`config.mk`:
```
export PLATFORM = sky130hd
export DESIGN_NAME = access_ctrl_multi
export DESIGN_NICKNAME = d
export VERILOG_FILES = /design/src/rtl/access_ctrl_multi.sv
export SDC_FILE = /design/constraint.sdc
export NUM_CORES = 1
export LEC_CHECK = 0
export ABC_CLOCK_PERIOD_IN_PS = 5100
export BUFFER_PORTS_ARGS = -buffer_cell sky130_fd_sc_hd__buf_2
export CAP_MARGIN = 20
export CORE_MARGIN = 2
export CORE_UTILIZATION = 55
export DETAILED_ROUTE_END_ITERATION = 10
export PLACE_DENSITY = 0.89
export SKIP_CTS_REPAIR_TIMING = 1
export SLEW_MARGIN = 15
export SYNTH_ARGS = -nofsm -noshare
export SYNTH_HDL_FRONTEND = slang
export SYNTH_SLANG_ARGS = --single-unit
```
`constraint.sdc`:
```
create_clock -name clk -period 5.1 [get_ports clk]
set_clock_uncertainty 0.2 [all_clocks]
set_input_delay 0.255 -clock clk [delete_from_list [all_inputs] [get_ports clk]]
set_output_delay 0.255 -clock clk [all_outputs]
set_load 0.02 [all_outputs]
```
`src/rtl/access_ctrl_multi.sv`:
```
`default_nettype none
`timescale 1ns/1ps
//============================================================================
// Module      : access_ctrl_multi
// Description : Multi-user password access controller. Accepts a session
//               command (user, change flag), reads the stored password from
//               an external synchronous RAM with MEM_LAT cycles of latency,
//               compares it with the entered password, and grants access,
//               accepts a new password, or counts failures up to a lockout.
//               Optional macro ACCESS_CTRL_LOCKOUT_TIMER_EN makes the lockout
//               timed (LOCK_CYCLES); without it the lockout lasts until rst.
// Revision    : 1.0 - initial parametrised multi-user release
//============================================================================
module access_ctrl_multi #(
  parameter int PW_W        = 16,
  parameter int USER_W      = 4,
  parameter int MAX_FAILS   = 3,
  parameter int MEM_LAT     = 1,
  parameter int LOCK_CYCLES = 1024
) (
  input  logic              clk,
  input  logic              rst,
  input  logic              cmd_valid,
  output logic              cmd_ready,
  input  logic [USER_W-1:0] cmd_user,
  input  logic              cmd_change,
  input  logic              pw_valid,
  input  logic [PW_W-1:0]   pw_data,
  input  logic              logout,
  output logic [USER_W-1:0] mem_addr,
  output logic              mem_rd_en,
  input  logic [PW_W-1:0]   mem_rd_data,
  output logic              mem_wr_en,
  output logic [PW_W-1:0]   mem_wr_data,
  output logic              access_grant,
  output logic              locked,
  output logic [3:0]        fail_count
);

  localparam int               c_LAT_W     = $clog2(MEM_LAT + 1);
  localparam logic [c_LAT_W-1:0] c_LAT_LAST = c_LAT_W'(MEM_LAT);
  localparam logic [3:0]       c_MAX_FAILS = 4'(MAX_FAILS);

  typedef enum logic [2:0] {
    S_IDLE    = 3'd0,
    S_WAIT_PW = 3'd1,
    S_READ    = 3'd2,
    S_CHECK   = 3'd3,
    S_GRANTED = 3'd4,
    S_NEW_PW  = 3'd5,
    S_LOCKED  = 3'd6
  } state_t;

  state_t              r_state;
  state_t              w_state_next;
  logic [USER_W-1:0]   r_user;
  logic                r_change;
  logic [PW_W-1:0]     r_pw;
  logic [PW_W-1:0]     r_rd_word;
  logic [PW_W-1:0]     r_wr_data;
  logic                r_rd_en;
  logic                r_wr_en;
  logic [c_LAT_W-1:0]  r_lat_cnt;
  logic [3:0]          r_fail;
  logic                w_match;
  logic [3:0]          w_fail_inc;
  logic                w_fail_hit;
  logic                w_lock_done;

  assign w_match    = (r_pw == r_rd_word);
  // Saturating increment so the count can never pass MAX_FAILS.
  assign w_fail_inc = (r_fail >= c_MAX_FAILS) ? c_MAX_FAILS : r_fail + 4'd1;
  assign w_fail_hit = (w_fail_inc == c_MAX_FAILS);

`ifdef ACCESS_CTRL_LOCKOUT_TIMER_EN
  localparam int c_LOCK_W = $clog2(LOCK_CYCLES + 1);
  logic [c_LOCK_W-1:0] r_lock_cnt;

  // Lockout timer: loaded on entry so LOCKED lasts exactly LOCK_CYCLES cycles.
  always_ff @(posedge clk) begin
    if (rst) begin
      r_lock_cnt <= '0;
    end else if (r_state == S_CHECK && !w_match && w_fail_hit) begin
      r_lock_cnt <= c_LOCK_W'(LOCK_CYCLES - 1);
    end else if (r_state == S_LOCKED && r_lock_cnt != '0) begin
      r_lock_cnt <= r_lock_cnt - 1'b1;
    end
  end

  assign w_lock_done = (r_lock_cnt == '0);
`else
  // Without the timer the lockout only ends on rst.
  assign w_lock_done = 1'b0;
`endif

  // State register.
  always_ff @(posedge clk) begin
    if (rst) r_state <= S_IDLE;
    else     r_state <= w_state_next;
  end

  // Next-state and state-decoded outputs.
  always_comb begin
    w_state_next = r_state;
    cmd_ready    = 1'b0;
    access_grant = 1'b0;
    locked       = 1'b0;
    case (r_state)
      S_IDLE: begin
        cmd_ready = 1'b1;
        if (cmd_valid) w_state_next = S_WAIT_PW;
      end
      S_WAIT_PW: if (pw_valid) w_state_next = S_READ;
      S_READ:    if (r_lat_cnt == c_LAT_LAST) w_state_next = S_CHECK;
      S_CHECK: begin
        if (w_match)         w_state_next = r_change ? S_NEW_PW : S_GRANTED;
        else if (w_fail_hit) w_state_next = S_LOCKED;
        else                 w_state_next = S_WAIT_PW;
      end
      S_GRANTED: begin
        access_grant = 1'b1;
        if (logout) w_state_next = S_IDLE;
      end
      S_NEW_PW:  if (pw_valid) w_state_next = S_IDLE;
      S_LOCKED: begin
        locked = 1'b1;
        if (w_lock_done) w_state_next = S_IDLE;
      end
      default:   w_state_next = S_IDLE;
    endcase
  end

  // Session datapath: latches, memory strobes, latency counter, fail count.
  always_ff @(posedge clk) begin
    if (rst) begin
      r_user    <= '0;
      r_change  <= 1'b0;
      r_pw      <= '0;
      r_rd_word <= '0;
      r_wr_data <= '0;
      r_rd_en   <= 1'b0;
      r_wr_en   <= 1'b0;
      r_lat_cnt <= '0;
      r_fail    <= 4'd0;
    end else begin
      r_rd_en <= 1'b0;
      r_wr_en <= 1'b0;
      case (r_state)
        S_IDLE: begin
          if (cmd_valid) begin
            r_user   <= cmd_user;
            r_change <= cmd_change;
            r_fail   <= 4'd0;
          end
        end
        S_WAIT_PW: begin
          if (pw_valid) begin
            r_pw      <= pw_data;
            r_rd_en   <= 1'b1;
            r_lat_cnt <= '0;
          end
        end
        S_READ: begin
          // Counter starts on the strobe cycle; data is sampled MEM_LAT later.
          if (r_lat_cnt == c_LAT_LAST) r_rd_word <= mem_rd_data;
          else                         r_lat_cnt <= r_lat_cnt + 1'b1;
        end
        S_CHECK: begin
          if (w_match && !r_change) r_fail <= 4'd0;
          else if (!w_match)        r_fail <= w_fail_inc;
        end
        S_NEW_PW: begin
          if (pw_valid) begin
            r_wr_en   <= 1'b1;
            r_wr_data <= pw_data;
          end
        end
        S_LOCKED: begin
          if (w_lock_done) r_fail <= 4'd0;
        end
        default: ;
      endcase
    end
  end

  assign mem_addr    = r_user;
  assign mem_rd_en   = r_rd_en;
  assign mem_wr_en   = r_wr_en;
  assign mem_wr_data = r_wr_data;
  assign fail_count  = r_fail;

endmodule
`default_nettype wire

```
==> run metrics, run 1 <==
Final ANT Viol Nets=0; first-pass GRT wire length=between 10000 and 15000 um; sw frac=roughly a quarter; cells after synthesis=320; Slowest-stage cell, CP=dfxtp_1; CTS max path bufs=2; CTS tree=done; Worst path depth=4; DIE WIDTH=about 72 um; maximum vdd drop=about 0.25 mV; Die Y=between 70 and 80 um; Buffers on Ports=70; Finished Layout Cells=roughly 470; final clock period utilization by the worst path=around 41%; Final Wtd Congestion=around 0.78; Core Rows=24; total gr overflow=0; I/O pins=~70; Sink Count=63; Int Pwr=between 0.0008 and 0.0009 W; total CTS buffers=9; Final #Nets=460; power per cell area=~320 mW/mm^2; Worst Tran Pin Value=~0.96 ns; RSZ-0062 raised after global routing=false; synth warn=0; Flop pwr share=a little under half; Syn Area/Cell=between 8 and 9 um^2; Post-DP HPWL=about 4200 um; Final Critical Period=between 2 and 2.5 ns; Combinational Power Share=between 10 and 15%; Tot GR Track Use=between 20% and 30%; Initial Utilization=about three fifths; Final Hold Viols=1; worst r2r src=r_state[0]; asr flop ratio synth=0%; DR vias/cell=5.382; H-tree levels=3; Yosys reg bits=63; Post-synth EDFFs=0; WHS=-0.02078 ns; failing checks=hold timing; register area share after synthesis=49.15%; status=finished with violations; DRT Pass-1 Iters=4; Synth top area share=between 40% and 50%; reg-to-reg endpoint=mem_wr_data[15]; post-route setup TNS=0 ns; n_diodes=0; Worst setup EP type=register; Critical Path Sink=mem_wr_data[15]; CP cell instances=nand3b_1, nor2_2, nand2_1, a21oi_1; Max Slew Vio Count=0; largest net degree at the start of global routing=62; Placeable Area=around 0.0044 mm^2; Worst R2R Path Depth=4; Clock Latency Late Sink=around 0.35 ns; syn nets=roughly 360; ratio of cells with drive above 1 in the final layout=a little under a quarter; cell count after placement=between 400 and 500; critical path class=reg -> reg; Fmax achieved=roughly 0.47 GHz; CP max FO=16; max_cap viols=0; synthesized area=between 0.002 and 0.003 mm^2; Clk pwr share=a little over two fifths; R2R setup slack=about 3.0 ns; Die Footprint=~0.0052 mm^2; DRC viols=0; critical path's top delay family=simple AND/OR/NAND/NOR gates; vias in the first global route=between 2000 and 2500; leakage=about 1.5 nW; Root Driver=clkbuf_8; post-DR wirelength/cell=about 15 um; Worst setup startpoint=r_state[0]; Vias=about 2600; crit path DAT=2.18 ns; leading area contributor after synthesis=dfxtp_1; initial antenna violation count=0; Critical Path RT=slightly above 5 ns; Max-slew headroom=35.48%; worst path bufs/invs=0; final-layout fill cell count=300; worst min-delay path category=in -> reg; register clock-pin slew on the reported worst setup and hold paths=around 0.07 ns; top cells by area, synth=dfxtp_1, nand2_1, a21oi_1; Netlist cell types=36; Design Power=around 0.0011 W; highest cell delay on the worst timing path=around 0.60 ns; total routed wirelength=roughly 7100 um; Sw Pwr=0.0002756 W; Worst setup SP type=register; Layout area overhead=35.20%; top_reg_cell synth=dfxtp_1; 1st-iter DRT viols=130; final setup vio count=0
-- worst min-delay path: stages --
cell and delay [ns]:
buf_2 0.11, nand2_1 0.06, a21oi_1 0.06
-- area by class of cell --
class	count	area [um^2]	area share (%)
multi-input combinational	234	1206	34.76
tap	52	65.06	1.875
inverter	4	15.01	0.4327
clock buffer	9	123.9	3.570
timing repair buffer	105	710.7	20.48
clock inverter	7	87.58	2.524
sequential	63	1261	36.35
-- placed cells by master (no fill, tap or decap), types with 3 or more instances in the layout --
cell type      synthesis  final
buf_2                 10     70
nand2_1              112    112
o21ai_0                3      3
nor2_1                 5      5
inv_1                  4      4
clkinv_2               0      4
nor3_1                 4      4
nor4_2                 4      4
clkbuf_8               0      9
a21oi_1               61     61
xor2_1                16     16
dlygate4sd3_1          0     34
dfxtp_1               63     63
-- flip-flops by register name, summed over array words and instances (netlist names), 3 cells and up --
register,cells
fail_count,4
mem_addr,4
mem_wr_data,16
r_pw,16
r_rd_word,16
r_state,3
-- cells in the mapped netlist (3+ instances only) --
cell,instances
clkbuf_1,8
dfxtp_1,63
nand2_1,112
nor2_1,5
buf_2,10
xor2_1,16
nor3_1,4
inv_1,4
a21oi_1,61
nor4_2,4
o21ai_0,3
-- how the worst min path moves through the flow --
| stage | start | end | slack, ns | cells past startpoint |
|---|---|---|---|---|
| after global placement | mem_addr[2] | mem_addr[2] | 0.24 | 2 |
| after detailed placement | mem_wr_data[3] | mem_wr_data[3] | 0.25 | 2 |
| after floorplan | pw_data[0] | r_pw[0] | 0.19 | 2 |
| after global routing | pw_data[15] | r_pw[15] | 0.0006 | 3 |
| after CTS | cmd_user[2] | mem_addr[2] | -0.06 | 3 |
| final | pw_data[10] | mem_wr_data[10] | -0.02 | 3 |
-- routing by layer --
layer / GRT usage, % / part of all wire, % / up-vias
li1: - / - / 1251
met1: 29.47 / 38 / 1189
met2: 43.22 / 54 / 95
met3: 7.083 / 6.1 / 16
met4: 10.69 / 2.3 / 0
met5: 0 / 0 / -
-- logic make-up (layout without fill, tap and decap cells) --
group / Yosys count / count (layout) / synth area share, %
simple gates: 142 / 142 / 25.11
compound gates: 74 / 74 / 15.55
flops: 63 / 63 / 49.15
buf+inv: 23 / 125 / 3.852
xor+xnor: 16 / 16 / 5.461
fa+ha+maj: 1 / 1 / 0.4875
mux: 1 / 1 / 0.3901
-- metrics by stage --
stage          hold WS [ns]  setup slack [ns]  area (um^2)  utilization [%]
5_1_grt           0.0005548             2.813         3470            78.60
6_report           -0.02078             2.985         3470            78.60
4_1_cts            -0.06422             3.048         3109            70.44
2_1_floorplan        0.1910             3.278         2566                -
3_3_place_gp         0.2389             3.166         2898            65.65
3_5_place_dp         0.2453             3.079         2898            65.65
-- power by group through the flow --
stage          clock [W]  combinational [W]  sequential (W)
6_report        0.000469           0.000123        0.000515
5_1_grt         0.000488           0.000135        0.000517
4_1_cts         0.000470          0.0000994        0.000515
3_5_place_dp           0          0.0000977        0.000526
3_3_place_gp           0          0.0000955        0.000525
2_1_floorplan          0          0.0000647        0.000525
Power figures use the tool's default switching activity.
==> inputs of run 2 (changes only) <==
Settings changed: ABC_CLOCK_PERIOD_IN_PS 5100 to 1750, CORE_UTILIZATION 55 to 46, PLACE_DENSITY 0.89 to 0.8.
Clock period 5.1 ns to 1.75 ns, I/O delays scaled along.
==> run 2 against run 1 <==
  * Count of clock-buffer cells in the layout grew 2
  * The run ends with hold timing, setup timing left
  * Hold slack better by 0.019 ns
  * Power grew to 3.0 times the previous value
  * Routed wire length fell by 2.7%
  * Final cell count increased by 7.6%
  * Critical endpoint is now r_state[0]
  * Critical path depth is 2 higher
  * Global-route usage down 4.7 points
  * Critical path type unchanged
  * Sequential power rose to 2.9 times the previous value
  * Fmax grew 16%
  * Sequential cell count unchanged
  * Core utilization shrank 11 points
==> run metrics, run 2 (synthesis results as in run 1) <==
status=finished with violations; failing checks=hold timing, setup timing; cell count after placement=about 450; vias in the first global route=2261; maximum vdd drop=about 0.60 mV; critical path class=reg -> reg; Core Rows=27; hold path cells=5; Worst Hold Endpoint=r_state[2]; first-pass GRT wire length=between 10000 and 15000 um; Final Cell Area=0.003680 mm^2; power per cell area=around 890 mW/mm^2; Die Y=approximately 80 um; Tot GR Track Use=just over 20%; total gr overflow=0; commonest cells after routing, fill and taps aside=nand2_1, buf_2, a21oi_1, dfxtp_1, dlygate4sd3_1; WHS=-0.001567 ns; Clock Latency Late Sink=~0.34 ns; DR vias/cell=5.049; Final WS setup=-0.07962 ns; DRT Pass-1 Iters=4; largest net degree at the start of global routing=53; total CTS buffers=9; final clock period utilization by the worst path=104.5%; dpl cell area=between 0.003 and 0.004 mm^2; register clock-pin slew on the reported worst setup and hold paths=around 0.070 ns; RSZ-0062 raised after global routing=true; Worst Tran Pin Value=between 0.3 and 0.4 ns; n_diodes=0; Worst setup SP type=register; post-DR wirelength/cell=around 14 um; Sink Count=63; Post-DP HPWL=4261 um; max_cap viols=0; Max-slew headroom=approximately 73%; hold path startpoint=logout; Layout area overhead=43.39%; Root Driver=clkbuf_8; initial antenna violation count=0; Vias=2575; total routed wirelength=about 6900 um; leakage=~1.6 nW; Final Hold Viols=1; 1st-iter DRT viols=130; Finished Layout Cells=510; area taken by multi-input logic gates=roughly 0.0012 mm^2; reg-to-reg endpoint=r_state[0]; post-layout util=67.66%; Storage cell area=0.001265 mm^2; Final ANT Viol Nets=0; Die Footprint=0.006192 mm^2; R2R setup slack=-0.08 ns; CTS tree=done; Final Critical Period=around 1.8 ns; Worst setup EP type=register; CTS max path bufs=2; Worst R2R Path Depth=6; Final #Nets=477; most common cell after layout, fill and taps aside=nand2_1; ratio of cells with drive above 1 in the final layout=between 20% and 30%; worst r2r src=r_pw[12]; DIE WIDTH=roughly 80 um; crit path DAT=1.85 ns; Buffers on Ports=70; CP max FO=4; final setup vio count=4; H-tree levels=3; Final Wtd Congestion=around 0.8; Critical Path RT=about 1.8 ns; I/O pins=slightly above 70; Initial Utilization=47.18%; final-layout fill cell count=between 400 and 500; Design Power=0.003270 W; Worst setup startpoint=r_pw[12]; DRC viols=0; Max Slew Vio Count=0; Fmax achieved=0.5466 GHz; Placeable Area=between 0.005 and 0.006 mm^2; worst min-delay path category=in -> reg
-- run 2: cell count changes in the layout (fill, tap and decap cells not counted), moves of 2 or more --
cell,before,now
dfxtp_2,0,3
buf_4,0,10
dlygate4sd3_1,34,40
clkinv_2,4,2
dfxtp_1,63,60
-- run 2: critical path: stages (launching register included) --
cell and delay, ns:
dfxtp_2 0.34, xor2_2 0.19, nor4_4 0.33, nand4_1 0.19, buf_4 0.20, mux2i_1 0.17
o22ai_1 0.09
-- run 2: how the worst max path moves through the flow --
stage | endpoint
CTS | fail_count[1]
floorplan | fail_count[1]
global placement | fail_count[1]
finish | r_state[0]
global route | r_state[0]
detailed placement | fail_count[1]
-- run 2: where the power goes --
part | leakage (nW) | switching, W | internal, W
Combinational | 0.956 | 0.000205 | 0.000203
Clock | 0.109 | 0.000535 | 0.000828
Sequential | 0.511 | 0.0000305 | 0.00147
Total | 1.58 | 0.000771 | 0.00250
-- run 2: final cells by class --
class / instances / area share, %
Sequential cell: 63 / 34.38
Multi-Input combinational cell: 234 / 33.49
Timing Repair Buffer: 122 / 23.53
Clock buffer: 11 / 3.842
Tap cell: 72 / 2.448
Clock inverter: 4 / 1.904
Inverter: 4 / 0.4080
-- run 2: through the flow --
stage | TNS [ns] | setup WS, ns | hold WS (ns)
after floorplan | 0 | 0.1438 | 0.02347
after global placement | 0 | 0.03698 | 0.1317
after detailed placement | -0.2404 | -0.07260 | 0.1369
after CTS | -0.3383 | -0.08591 | -0.2204
after global routing | -0.7370 | -0.1426 | 0.04371
final | -0.1643 | -0.07962 | -0.001567
-- run 2: layer usage --
layer,part of all wire (%),GRT usage (%)
met1,43,26.16
met2,50,33.42
met3,4.0,5.000
met4,3.1,7.895
met5,0,0
